===== src/rtl/commit_walk_if.sv =====
// Handshake bundle between the commit walk engine and the dispatch stage,
// vr_state memory and log-header memory.
interface commit_walk_if #(
  parameter int NOC_DATA_W      = 512,
  parameter int VIEW_W          = 64,
  parameter int OPNUM_W         = 64,
  parameter int LOG_HDR_DEPTH   = 64,
  parameter int LOG_HDR_DEPTH_W = $clog2(LOG_HDR_DEPTH),
  parameter int ST_W            = 2
);
  logic                       msg_val;
  logic                       msg_rdy;
  logic [NOC_DATA_W-1:0]      msg_data;

  logic                       st_rd_req_val;
  logic                       st_rd_req_rdy;
  logic                       st_rd_resp_val;
  logic [VIEW_W-1:0]          st_curr_view;
  logic [OPNUM_W-1:0]         st_last_commit;
  logic [OPNUM_W-1:0]         st_last_op;
  logic [OPNUM_W-1:0]         st_first_log_op;
  logic [LOG_HDR_DEPTH_W-1:0] st_log_head;

  logic                       st_wr_val;
  logic                       st_wr_rdy;
  logic [OPNUM_W-1:0]         st_wr_last_commit;

  logic                       log_rd_val;
  logic                       log_rd_rdy;
  logic [LOG_HDR_DEPTH_W-1:0] log_rd_addr;
  logic                       log_rd_resp_val;
  logic [OPNUM_W-1:0]         log_rd_op;
  logic [ST_W-1:0]            log_rd_state;

  logic                       log_wr_val;
  logic                       log_wr_rdy;
  logic [LOG_HDR_DEPTH_W-1:0] log_wr_addr;
  logic [ST_W-1:0]            log_wr_state;

  logic                       done_val;
  logic                       done_rdy;
  logic [1:0]                 done_status;
  logic [OPNUM_W-1:0]         done_cnt;

  modport master (
    input  msg_val, msg_data,
    output msg_rdy,
    output st_rd_req_val,
    input  st_rd_req_rdy, st_rd_resp_val, st_curr_view, st_last_commit,
    input  st_last_op, st_first_log_op, st_log_head,
    output st_wr_val, st_wr_last_commit,
    input  st_wr_rdy,
    output log_rd_val, log_rd_addr,
    input  log_rd_rdy, log_rd_resp_val, log_rd_op, log_rd_state,
    output log_wr_val, log_wr_addr, log_wr_state,
    input  log_wr_rdy,
    output done_val, done_status, done_cnt,
    input  done_rdy
  );

  modport slave (
    output msg_val, msg_data,
    input  msg_rdy,
    input  st_rd_req_val,
    output st_rd_req_rdy, st_rd_resp_val, st_curr_view, st_last_commit,
    output st_last_op, st_first_log_op, st_log_head,
    input  st_wr_val, st_wr_last_commit,
    output st_wr_rdy,
    input  log_rd_val, log_rd_addr,
    output log_rd_rdy, log_rd_resp_val, log_rd_op, log_rd_state,
    input  log_wr_val, log_wr_addr, log_wr_state,
    output log_wr_rdy,
    input  done_val, done_status, done_cnt,
    output done_rdy
  );
endinterface


===== src/rtl/commit_walk_eng.sv =====
// VR commit engine: validates a commit against vr_state, marks every log header
// from last_commit+1 up to the commit opnum COMMITTED, then writes last_commit back.
module commit_walk_eng #(
  parameter int NOC_DATA_W      = 512,
  parameter int VIEW_W          = 64,
  parameter int OPNUM_W         = 64,
  parameter int LOG_HDR_DEPTH   = 64,
  parameter int LOG_HDR_DEPTH_W = $clog2(LOG_HDR_DEPTH),
  parameter int ST_W            = 2,
  parameter logic [ST_W-1:0] ST_COMMITTED = ST_W'(2)
) (
  input  logic           clk,
  input  logic           rst_n,
  commit_walk_if.master  bus
);
  localparam int AW = LOG_HDR_DEPTH_W;
  localparam logic [AW+1:0] DEPTH_X   = (AW+2)'(LOG_HDR_DEPTH);
  localparam logic [AW-1:0] LAST_ADDR = AW'(LOG_HDR_DEPTH - 1);
  localparam logic [1:0] STAT_OK       = 2'd0;
  localparam logic [1:0] STAT_REJECT   = 2'd1;
  localparam logic [1:0] STAT_MISMATCH = 2'd2;

  typedef enum logic [3:0] {
    S_IDLE, S_ST_RD, S_ST_WAIT, S_CHECK, S_LOG_RD, S_LOG_WAIT, S_LOG_WR, S_ST_WR, S_RESP
  } state_t;

  state_t               state;
  logic                 msg_rdy_q, st_rd_req_val_q, st_wr_val_q;
  logic                 log_rd_val_q, log_wr_val_q, done_val_q;
  logic [1:0]           status_q;
  logic [OPNUM_W-1:0]   cnt_q;
  logic [VIEW_W-1:0]    view_q, curr_view_q;
  logic [OPNUM_W-1:0]   opnum_q, last_commit_q, last_op_q, first_log_op_q, cur_op_q;
  logic [AW-1:0]        log_head_q, addr_q;

  // Physical slot of last_commit+1: offset from the log head, one conditional wrap.
  logic [OPNUM_W-1:0]   first_op, op_off;
  logic [AW:0]          off_t;
  logic [AW+1:0]        slot_sum, slot_mod;
  logic                 commit_ok;

  assign first_op  = last_commit_q + OPNUM_W'(1);
  assign op_off    = first_op - first_log_op_q;
  assign off_t     = op_off[AW:0];
  assign slot_sum  = {2'b00, log_head_q} + {1'b0, off_t};
  assign slot_mod  = (slot_sum >= DEPTH_X) ? slot_sum - DEPTH_X : slot_sum;
  assign commit_ok = (view_q == curr_view_q) && (opnum_q > last_commit_q) &&
                     (opnum_q <= last_op_q);

  always_ff @(posedge clk or negedge rst_n) begin
    if (!rst_n) begin
      state           <= S_IDLE;
      msg_rdy_q       <= 1'b0;
      st_rd_req_val_q <= 1'b0;
      st_wr_val_q     <= 1'b0;
      log_rd_val_q    <= 1'b0;
      log_wr_val_q    <= 1'b0;
      done_val_q      <= 1'b0;
      status_q        <= '0;
      cnt_q           <= '0;
      view_q          <= '0;
      curr_view_q     <= '0;
      opnum_q         <= '0;
      last_commit_q   <= '0;
      last_op_q       <= '0;
      first_log_op_q  <= '0;
      cur_op_q        <= '0;
      log_head_q      <= '0;
      addr_q          <= '0;
    end else begin
      case (state)
        S_IDLE: begin
          if (bus.msg_val && msg_rdy_q) begin
            view_q          <= bus.msg_data[NOC_DATA_W-1 -: VIEW_W];
            opnum_q         <= bus.msg_data[NOC_DATA_W-VIEW_W-1 -: OPNUM_W];
            cnt_q           <= '0;
            msg_rdy_q       <= 1'b0;
            st_rd_req_val_q <= 1'b1;
            state           <= S_ST_RD;
          end else begin
            msg_rdy_q <= 1'b1;
          end
        end
        S_ST_RD: if (bus.st_rd_req_rdy) begin
          st_rd_req_val_q <= 1'b0;
          state           <= S_ST_WAIT;
        end
        S_ST_WAIT: if (bus.st_rd_resp_val) begin
          curr_view_q    <= bus.st_curr_view;
          last_commit_q  <= bus.st_last_commit;
          last_op_q      <= bus.st_last_op;
          first_log_op_q <= bus.st_first_log_op;
          log_head_q     <= bus.st_log_head;
          state          <= S_CHECK;
        end
        S_CHECK: begin
          if (commit_ok) begin
            cur_op_q     <= first_op;
            addr_q       <= slot_mod[AW-1:0];
            log_rd_val_q <= 1'b1;
            state        <= S_LOG_RD;
          end else begin
            status_q   <= STAT_REJECT;
            done_val_q <= 1'b1;
            state      <= S_RESP;
          end
        end
        S_LOG_RD: if (bus.log_rd_rdy) begin
          log_rd_val_q <= 1'b0;
          state        <= S_LOG_WAIT;
        end
        S_LOG_WAIT: if (bus.log_rd_resp_val) begin
          // A header holding a different op means the log is not what vr_state claims.
          if (bus.log_rd_op != cur_op_q) begin
            status_q   <= STAT_MISMATCH;
            done_val_q <= 1'b1;
            state      <= S_RESP;
          end else begin
            log_wr_val_q <= 1'b1;
            state        <= S_LOG_WR;
          end
        end
        S_LOG_WR: if (bus.log_wr_rdy) begin
          log_wr_val_q <= 1'b0;
          cnt_q        <= cnt_q + OPNUM_W'(1);
          if (cur_op_q == opnum_q) begin
            st_wr_val_q <= 1'b1;
            state       <= S_ST_WR;
          end else begin
            cur_op_q     <= cur_op_q + OPNUM_W'(1);
            addr_q       <= (addr_q == LAST_ADDR) ? '0 : addr_q + AW'(1);
            log_rd_val_q <= 1'b1;
            state        <= S_LOG_RD;
          end
        end
        S_ST_WR: if (bus.st_wr_rdy) begin
          st_wr_val_q <= 1'b0;
          status_q    <= STAT_OK;
          done_val_q  <= 1'b1;
          state       <= S_RESP;
        end
        S_RESP: if (bus.done_rdy) begin
          done_val_q <= 1'b0;
          state      <= S_IDLE;
        end
        default: state <= S_IDLE;
      endcase
    end
  end

  assign bus.msg_rdy           = msg_rdy_q;
  assign bus.st_rd_req_val     = st_rd_req_val_q;
  assign bus.st_wr_val         = st_wr_val_q;
  assign bus.st_wr_last_commit = st_wr_val_q ? opnum_q : '0;
  assign bus.log_rd_val        = log_rd_val_q;
  assign bus.log_rd_addr       = addr_q;
  assign bus.log_wr_val        = log_wr_val_q;
  assign bus.log_wr_addr       = addr_q;
  assign bus.log_wr_state      = log_wr_val_q ? ST_COMMITTED : '0;
  assign bus.done_val          = done_val_q;
  assign bus.done_status       = status_q;
  assign bus.done_cnt          = cnt_q;

  logic unused_ok;
  assign unused_ok = &{1'b0, bus.msg_data[NOC_DATA_W-VIEW_W-OPNUM_W-1:0], bus.log_rd_state,
                       op_off[OPNUM_W-1:AW+1], slot_mod[AW+1:AW]};
endmodule

===== src/flat_wrapper.sv =====
// flat-port wrapper written by rule: the top's interface ports become plain ports
module commit_walk_eng_flat 
#(
  parameter int NOC_DATA_W      = 512,
  parameter int VIEW_W          = 64,
  parameter int OPNUM_W         = 64,
  parameter int LOG_HDR_DEPTH   = 64,
  parameter int LOG_HDR_DEPTH_W = $clog2(LOG_HDR_DEPTH),
  parameter int ST_W            = 2,
  parameter logic [ST_W-1:0] ST_COMMITTED = ST_W'(2)
)
  (clk, rst_n, bus_msg_val, bus_msg_data, bus_msg_rdy, bus_st_rd_req_val, bus_st_rd_req_rdy, bus_st_rd_resp_val, bus_st_curr_view, bus_st_last_commit, bus_st_last_op, bus_st_first_log_op, bus_st_log_head, bus_st_wr_val, bus_st_wr_last_commit, bus_st_wr_rdy, bus_log_rd_val, bus_log_rd_addr, bus_log_rd_rdy, bus_log_rd_resp_val, bus_log_rd_op, bus_log_rd_state, bus_log_wr_val, bus_log_wr_addr, bus_log_wr_state, bus_log_wr_rdy, bus_done_val, bus_done_status, bus_done_cnt, bus_done_rdy);
  commit_walk_if #(.NOC_DATA_W(NOC_DATA_W), .VIEW_W(VIEW_W), .OPNUM_W(OPNUM_W), .LOG_HDR_DEPTH(LOG_HDR_DEPTH), .LOG_HDR_DEPTH_W(LOG_HDR_DEPTH_W), .ST_W(ST_W)) bus_i ();
  input  logic clk;
  input  logic rst_n;
  input wire logic [$bits(bus_i.msg_val)-1:0] bus_msg_val;
  input wire logic [$bits(bus_i.msg_data)-1:0] bus_msg_data;
  output wire logic [$bits(bus_i.msg_rdy)-1:0] bus_msg_rdy;
  output wire logic [$bits(bus_i.st_rd_req_val)-1:0] bus_st_rd_req_val;
  input wire logic [$bits(bus_i.st_rd_req_rdy)-1:0] bus_st_rd_req_rdy;
  input wire logic [$bits(bus_i.st_rd_resp_val)-1:0] bus_st_rd_resp_val;
  input wire logic [$bits(bus_i.st_curr_view)-1:0] bus_st_curr_view;
  input wire logic [$bits(bus_i.st_last_commit)-1:0] bus_st_last_commit;
  input wire logic [$bits(bus_i.st_last_op)-1:0] bus_st_last_op;
  input wire logic [$bits(bus_i.st_first_log_op)-1:0] bus_st_first_log_op;
  input wire logic [$bits(bus_i.st_log_head)-1:0] bus_st_log_head;
  output wire logic [$bits(bus_i.st_wr_val)-1:0] bus_st_wr_val;
  output wire logic [$bits(bus_i.st_wr_last_commit)-1:0] bus_st_wr_last_commit;
  input wire logic [$bits(bus_i.st_wr_rdy)-1:0] bus_st_wr_rdy;
  output wire logic [$bits(bus_i.log_rd_val)-1:0] bus_log_rd_val;
  output wire logic [$bits(bus_i.log_rd_addr)-1:0] bus_log_rd_addr;
  input wire logic [$bits(bus_i.log_rd_rdy)-1:0] bus_log_rd_rdy;
  input wire logic [$bits(bus_i.log_rd_resp_val)-1:0] bus_log_rd_resp_val;
  input wire logic [$bits(bus_i.log_rd_op)-1:0] bus_log_rd_op;
  input wire logic [$bits(bus_i.log_rd_state)-1:0] bus_log_rd_state;
  output wire logic [$bits(bus_i.log_wr_val)-1:0] bus_log_wr_val;
  output wire logic [$bits(bus_i.log_wr_addr)-1:0] bus_log_wr_addr;
  output wire logic [$bits(bus_i.log_wr_state)-1:0] bus_log_wr_state;
  input wire logic [$bits(bus_i.log_wr_rdy)-1:0] bus_log_wr_rdy;
  output wire logic [$bits(bus_i.done_val)-1:0] bus_done_val;
  output wire logic [$bits(bus_i.done_status)-1:0] bus_done_status;
  output wire logic [$bits(bus_i.done_cnt)-1:0] bus_done_cnt;
  input wire logic [$bits(bus_i.done_rdy)-1:0] bus_done_rdy;
  assign bus_i.msg_val = bus_msg_val;
  assign bus_i.msg_data = bus_msg_data;
  assign bus_msg_rdy = bus_i.msg_rdy;
  assign bus_st_rd_req_val = bus_i.st_rd_req_val;
  assign bus_i.st_rd_req_rdy = bus_st_rd_req_rdy;
  assign bus_i.st_rd_resp_val = bus_st_rd_resp_val;
  assign bus_i.st_curr_view = bus_st_curr_view;
  assign bus_i.st_last_commit = bus_st_last_commit;
  assign bus_i.st_last_op = bus_st_last_op;
  assign bus_i.st_first_log_op = bus_st_first_log_op;
  assign bus_i.st_log_head = bus_st_log_head;
  assign bus_st_wr_val = bus_i.st_wr_val;
  assign bus_st_wr_last_commit = bus_i.st_wr_last_commit;
  assign bus_i.st_wr_rdy = bus_st_wr_rdy;
  assign bus_log_rd_val = bus_i.log_rd_val;
  assign bus_log_rd_addr = bus_i.log_rd_addr;
  assign bus_i.log_rd_rdy = bus_log_rd_rdy;
  assign bus_i.log_rd_resp_val = bus_log_rd_resp_val;
  assign bus_i.log_rd_op = bus_log_rd_op;
  assign bus_i.log_rd_state = bus_log_rd_state;
  assign bus_log_wr_val = bus_i.log_wr_val;
  assign bus_log_wr_addr = bus_i.log_wr_addr;
  assign bus_log_wr_state = bus_i.log_wr_state;
  assign bus_i.log_wr_rdy = bus_log_wr_rdy;
  assign bus_done_val = bus_i.done_val;
  assign bus_done_status = bus_i.done_status;
  assign bus_done_cnt = bus_i.done_cnt;
  assign bus_i.done_rdy = bus_done_rdy;
  commit_walk_eng #(.NOC_DATA_W(NOC_DATA_W), .VIEW_W(VIEW_W), .OPNUM_W(OPNUM_W), .LOG_HDR_DEPTH(LOG_HDR_DEPTH), .LOG_HDR_DEPTH_W(LOG_HDR_DEPTH_W), .ST_W(ST_W), .ST_COMMITTED(ST_COMMITTED)) u_core (.clk(clk), .rst_n(rst_n), .bus(bus_i));
endmodule

===== config.mk =====
export PLATFORM = sky130hd
export DESIGN_NAME = commit_walk_eng_flat
export DESIGN_NICKNAME = d
export VERILOG_FILES = /design/src/rtl/commit_walk_if.sv /design/src/rtl/commit_walk_eng.sv /design/src/flat_wrapper.sv
export SDC_FILE = /design/constraint.sdc
export NUM_CORES = 1
export LEC_CHECK = 0
export ABC_AREA = 1
export CELL_PAD_IN_SITES_DETAIL_PLACEMENT = 2
export CELL_PAD_IN_SITES_GLOBAL_PLACEMENT = 2
export CORE_AREA = 2 2 393 395
export CTS_CLUSTER_SIZE = 24
export DETAILED_ROUTE_END_ITERATION = 8
export DIE_AREA = 0 0 395 397
export PLACE_DENSITY = 0.78
export SKIP_LAST_GASP = 1
export SLEW_MARGIN = 15
export SYNTH_ARGS = -nofsm -noshare
export SYNTH_HDL_FRONTEND = slang
export SYNTH_SLANG_ARGS = --single-unit

===== constraint.sdc =====
create_clock -name clk -period 2.8 [get_ports clk]
set_input_delay 0.56 -clock clk [delete_from_list [all_inputs] [get_ports clk]]
set_output_delay 0.56 -clock clk [all_outputs]
set_load 0.005 [all_outputs]

==> results.txt, run 1 <==
Worst Skew = 0.03571 ns
Maximum capacitance violations = 0
DP HPWL = 144500 um
Rows = 144
Filler cells = 17630
Initial antenna violation count = 79
Vias after detailed routing = 33700
Synth Net Count = 5276
GP Congestion = 0.9367
Avg Cell Area, Syn = 7.247 um^2
Core Region = 153000 um^2
Vias in the first global route = 37030
Final critical-path share of the clock period = 104.7%
Total CTS buffers = 58
Die Y = 397 um
Mean routed wirelength per cell = 24.99 um
Max Freq = 341.0 MHz
Distinct cells, synth = 52
DR DRC count = 0
Total detailed-routing wirelength = 180900 um
Largest net degree at the start of global routing = 116
Final-report setup violation count = 75
Layout cells sized above 1 = 15.66%
Most crowded layer after global routing = met2
H-tree depth reported by CTS = 2
Final Max Tran Viols = 0
First-pass GRT wire length = 257900 um
Root Driver = clkbuf_16
Clock sinks = 478
Die Wd = 395 um
Clk slew on worst S/H paths = 0.06 ns
CP Capture Type = register
Placed Instances = 7057
Worst-Skew Late Latency = 0.66 ns
Antenna-violating nets left = 0
Pwr per Cell Area = 1051 nW/um^2
Die area = 156800 um^2
Sequential share of the synthesized area = 38.55%
Starting Density = 20.29%
Post-route setup slack = -0.1329 ns
Static leakage = 0.02134 uW
Ports = 1000
Data arrival time of the worst path = 3.52 ns
Maximum vdd drop = 0.5419 mV
Hold WS = 0.4501 ns
Area grow syn2layout = 45.98%
Slew HR = 52.37%
CP Max Fanout = 7
Syn. warnings = 0
Vias per cell = 4.656
Finished Layout Cells = 7238
GRT Util Overall = 22.30%
Port Buffers = 554
Violated checks = negative setup slack
Total grt overflow = 0
RSZ-0062 raised after global routing = true
GR Util met3 = 5.251%
Hold Violations, Final = 0
Crit path required time = 3.38 ns
Tmin final = 2.933 ns
Clock buffer depth = 3
Cells after Synth = 4282
NumNets Final = 6121
Outcome = finished with violations
Grt met2 use = 34.96%
WS Path Type = register to register
Hold WC Path Type = input pin to register
Actual slew at the worst max-slew pin = 0.7144 ns
Yosys reg bits = 478
Startpoint Class = register
Iter 0 DRT Violations = 2154
GR Util met1 = 30.75%
Synth Cell Area = 31030 um^2
DRT Pass-1 Iters = 5
CTS tree = done
synthesized netlist by cell type, drive strengths merged:
cell type,number,area [um^2]
o21ai,116,580.6
nand3b,5,37.54
a32o,2,20.02
nor2,546,2087
o2111ai,2,17.52
clkbuf,122,459.2
a21o,1,7.510
conb,1,3.750
a211oi,1,7.510
o31ai,4,30.03
o22ai,1,6.260
fa,2,40.04
xor2,191,1673
or3b,1,8.760
nand2,1205,4543
nand3,141,715.7
ha,142,1777
clkinv,1,5.000
o21bai,2,15.01
a31oi,13,81.33
xnor2,63,551.8
nor3b,18,146.4
a2bb2oi,1,8.760
and3,2,12.51
or3,3,18.77
nor4,27,168.9
or2,7,43.80
nor3,130,675.7
buf,50,244.0
nand4,160,1028
nor2b,2,12.51
a21oi,276,1381
dfrtp,478,11960
o21a,19,142.6
inv,485,1821
mux2,62,698.2
metrics by stage:
| stage | setup TNS [ns] | util [%] | setup slack (ns) | cell area, um^2 | total power, uW |
|---|---|---|---|---|---|
| floorplan | 0 | - | 0.2145 | 31030 | 24350 |
| global placement | -41.80 | 27.07 | -0.5829 | 41410 | 34960 |
| detailed placement | -47.73 | 27.07 | -0.6686 | 41410 | 36400 |
| CTS | -4.124 | 29.04 | -0.1255 | 44420 | 46170 |
| global route | -12.78 | 29.59 | -0.2085 | 45270 | 51020 |
| finish | -6.226 | 29.61 | -0.1329 | 45300 | 47620 |
cells by family after synthesis:
family / count (synthesis) / synth area share (%)
compound gates: 438 / 7.407
xor+xnor: 254 / 7.169
fa+ha+maj: 144 / 5.855
buf+inv: 658 / 8.149
flops: 478 / 38.55
mux: 62 / 2.250
other cells: 1 / 0.01208
simple gates: 2247 / 30.61
worst paths after layout:
path / slack [ns] / start / depth (start not counted) / to
worst max-delay path: -0.13 / u_core.opnum_q[53] / 16 / u_core.cur_op_q[42]
worst min-delay path: 0.45 / bus_msg_data[386] / 3 / u_core.opnum_q[2]
worst max register to register: -0.13 / u_core.opnum_q[53] / 16 / u_core.cur_op_q[42]
worst min register to register: 0.48 / u_core.bus.log_rd_val / 2 / u_core.bus.log_rd_val
max in group asynchronous: 1.39 / rst_n / 4 / u_core.last_op_q[48]
min in group asynchronous: 0.51 / rst_n / 2 / u_core.bus.done_cnt[63]
what timing repair did:
action,CTS,global route
buffers inserted,29,19
hold buffers,1,0
gates cloned,11,2
pin swaps,36,65
endpoints found under the hold margin,32,0
resized for setup,146,177
endpoints found under the setup margin,129,84
power breakdown:
group	switching, uW	total [uW]	leakage (uW)	internal (uW)
registers	3440	13200	0.00571	9740
logic	15500	26500	0.0147	11000
clock network	3440	7950	0.000946	4510
registers in the layout (all words and copies together), names as in the netlist, 6 cells and up:
signal,cells
u_core.last_commit_q,64
u_core.opnum_q,64
u_core.view_q,64
u_core.cur_op_q,64
u_core.bus.log_rd_addr,6
u_core.first_log_op_q,6
u_core.bus.done_cnt,64
u_core.log_head_q,6
u_core.last_op_q,64
u_core.curr_view_q,64
per-layer routing:
layer	share of wire, %	vias up
met5	0.28	-
met2	44	878
li1	-	15420
met4	2.7	80
met1	47	17050
met3	6.2	276
cell type report:
| cell class | count | area (um^2) | share of cell area (%) |
|---|---|---|---|
| timing repair buffer | 957 | 9286 | 20.50 |
| multi-input combinational | 3146 | 17640 | 38.95 |
| inverter | 486 | 1831 | 4.041 |
| tap | 2044 | 2557 | 5.646 |
| antenna | 21 | 52.55 | 0.1160 |
| clock buffer | 84 | 1710 | 3.776 |
| sequential | 478 | 11990 | 26.47 |
| clock inverter | 22 | 227.7 | 0.5027 |
cells in the final DEF, fill, tap and decap left out, types with 61 or more instances in the layout:
cell type        Yosys  layout
buf_4                8     331
nand2_1           1199    1078
clkbuf_16            0      61
nand2_2              5      73
nor3_1             125     123
a21oi_1            276     270
dfrtp_1            478     457
xor2_1             191     191
inv_1              480     474
nand4_1            157     157
ha_1               142     119
mux2_2              62      62
nor2_1             535     523
nand3_1            139     130
clkdlybuf4s50_1      0     553
xnor2_1             63      61
o21ai_0            113     108
critical path, stage by stage, from the launching register on:
cell,delay (ns)
dfrtp_2,0.44
buf_4,0.17
ha_4,0.26
nand4_1,0.11
nor2_2,0.20
nand2_4,0.09
nor3b_4,0.28
buf_6,0.17
nand2_4,0.05
a21oi_4,0.25
nand2_4,0.08
nand2_4,0.08
buf_6,0.12
buf_12,0.15
buf_16,0.14
nand4_1,0.13
nand2_2,0.12
No activity file was read; power rests on OpenSTA's default activity.
==> inputs of run 2 (changes only) <==
--- a/config.mk
+++ b/config.mk
@@ -12,7 +12,7 @@
 export CTS_CLUSTER_SIZE = 24
 export DETAILED_ROUTE_END_ITERATION = 8
 export DIE_AREA = 0 0 395 397
-export PLACE_DENSITY = 0.78
+export PLACE_DENSITY = 0.74
 export SKIP_LAST_GASP = 1
 export SLEW_MARGIN = 15
 export SYNTH_ARGS = -nofsm -noshare
==> run 2 against run 1 <==
Compared with the run above: the flow still finishes with violations (negative setup slack); power down 0.70%; hold slack worse by 0.060 ns; final cell count up 0.35%; critical path type unchanged; critical endpoint is now u_core.cur_op_q[37]; highest routed layer unchanged.
==> results.txt, run 2 (same netlist as run 1, synthesis figures left out) <==
Outcome = finished with violations
CP endpoint = u_core.cur_op_q[37]
DP Area = 41700 um^2
Clock buffer depth = 3
Maximum vdd drop = 0.6184 mV
GRT Util Overall = 22.04%
NumNets Final = 6147
R2R Setup Slk = -0.11 ns
Violated checks = negative setup slack
CTS tree = done
Hold Violations, Final = 0
Maximum capacitance violations = 0
Die Wd = 395 um
Static leakage = 0.02150 uW
Core Region = 153000 um^2
Area grow syn2layout = 45.88%
Reg2reg start = u_core.opnum_q[60]
Levels on crit path = 16
Pwr per Cell Area = 1045 nW/um^2
WS Path Type = register to register
Tmin final = 2.913 ns
Crit path buffers/inverters = 3
Vias per cell = 4.639
Worst Setup SP = u_core.opnum_q[60]
Final Max Tran Viols = 0
First-pass GRT wire length = 254300 um
Total CTS buffers = 57
Data arrival time of the worst path = 3.45 ns
Clk slew on worst S/H paths = 0.07 ns
Root Driver = clkbuf_16
Hold path startpoint = bus_msg_data[393]
Ports = 1000
Largest net degree at the start of global routing = 94
Total grt overflow = 0
Port Buffers = 554
Max Freq = 343.3 MHz
Mean routed wirelength per cell = 24.87 um
Max stage delay on crit path = 0.49 ns
Hold WS = 0.3902 ns
Final-report setup violation count = 79
Actual slew at the worst max-slew pin = 1.000 ns
CP Max Fanout = 7
DP HPWL = 144400 um
Starting Density = 20.29%
Total detailed-routing wirelength = 180600 um
Post-route setup slack = -0.1126 ns
Total Neg Setup Slack = -3.926 ns
CP Capture Type = register
Antenna-violating nets left = 0
GP Congestion = 0.9396
Worst Skew = 0.07107 ns
Final critical-path share of the clock period = 104.0%
H-tree depth reported by CTS = 2
Worst path slowest cell = dfrtp_2
Finished Cell Area = 45270 um^2
Slew HR = 33.32%
Delay-heaviest family, CP = simple AND/OR/NAND/NOR gates
Most frequent cells in the layout = nand2_1 (1141), clkdlybuf4s50_1 (545), nor2_1 (522), inv_1 (471), dfrtp_1 (456)
RR Endpoint = u_core.cur_op_q[37]
Commonest non-fill, non-tap cell in the layout = nand2_1
Startpoint Class = register
Hold WC Path Type = input pin to register
DRT Pass-1 Iters = 5
Rows = 144
Initial antenna violation count = 90
CP dominant cell by count = nand2_4
DR DRC count = 0
RSZ-0062 raised after global routing = true
Crit path required time = 3.33 ns
Worst-case reg-to-reg path depth = 16
Die Y = 397 um
Iter 0 DRT Violations = 2041
Vias in the first global route = 36320
Layout cells sized above 1 = 15.27%
Die area = 156800 um^2
Worst-Skew Late Latency = 0.71 ns
Clock sinks = 478
Worst path cell trace = ha_4 -> nand2_1 -> nor2_2 -> nand2_2 -> nor3b_2 -> nor2b_4 -> buf_6 -> nand4_1 -> nand2_4 -> nand2_4 -> nand2_4 -> nand3_4 -> buf_8 -> clkbuf_16 -> nand2_2 -> nand2_1
Vias after detailed routing = 33690
run 2: changes by cell type in the layout (fill, tap and decap cells not counted), sizes merged:
cell           before  now
buf               401  421
clkdlybuf4s50     553  545
dlymetal6s2s        0    8
clkinv             12   19
clkbuf             86   83
bufinv              3    5
diode              21   19
clkinvlp            5    6
run 2: worst min-delay path, delay by kind of cell:
kind,cells,cell delay [ns]
buffers and inverters,1,0.39
AND/OR/NAND/NOR,2,0.10
run 2: per-layer routing:
layer	global-route usage, %	routed length [um]	up-vias	part of all wire, %
li1	-	-	15470	-
met5	0	450	-	0.25
met1	30.95	83420	16940	46
met2	33.71	78430	941	43
met3	5.574	13240	272	7.3
met4	5.112	5096	74	2.8
run 2: cell type report:
| class | count | area (um^2) |
|---|---|---|
| fillers | 17660 | 107700 |
| well taps | 2044 | 2557 |
| clock inverters | 32 | 379.1 |
| flip-flops and latches | 478 | 11990 |
| clock buffers | 74 | 1600 |
| multi-input cells | 3146 | 17350 |
| repair buffers | 984 | 9507 |
| diodes | 19 | 47.55 |
| inverters | 486 | 1831 |
run 2: per-stage QoR:
stage | utilization, % | power [uW] | instances | worst slack [ns]
CTS | 28.96 | 45940 | 7221 | -0.03000
global placement | 27.26 | 35160 | 7097 | -0.1841
floorplan | - | 24350 | 4282 | 0.2145
finish | 29.59 | 47290 | 7263 | -0.1126
global route | 29.57 | 50730 | 7252 | -0.2064
detailed placement | 27.26 | 36600 | 7097 | -0.2888
run 2: power by group:
part / internal [uW] / total (uW) / leakage (uW) / switching, uW
combinational: 11000 / 26200 / 0.0148 / 15200
clock: 4530 / 8090 / 0.000966 / 3560
sequential: 9740 / 13000 / 0.00571 / 3270
run 2: timing repair:
action | 4_1_cts | 5_1_grt
endpoints found under the hold margin | 29 | 0
pin swaps | 27 | 78
setup buffers | 15 | 17
gates cloned | 4 | 9
endpoints found under the setup margin | 105 | 95
hold buffers | 1 | 0
resized for setup | 95 | 147
run 2: worst min path at each step:
stage | slack (ns) | to | cells past startpoint
after floorplan | 0.26 | u_core.bus.done_cnt[0] | 0
after global placement | 0.46 | u_core.bus.st_rd_req_val | 2
after detailed placement | 0.48 | u_core.bus.st_rd_req_val | 2
after CTS | 0.35 | u_core.opnum_q[7] | 3
after global routing | 0.39 | u_core.opnum_q[9] | 3
final | 0.39 | u_core.opnum_q[9] | 3
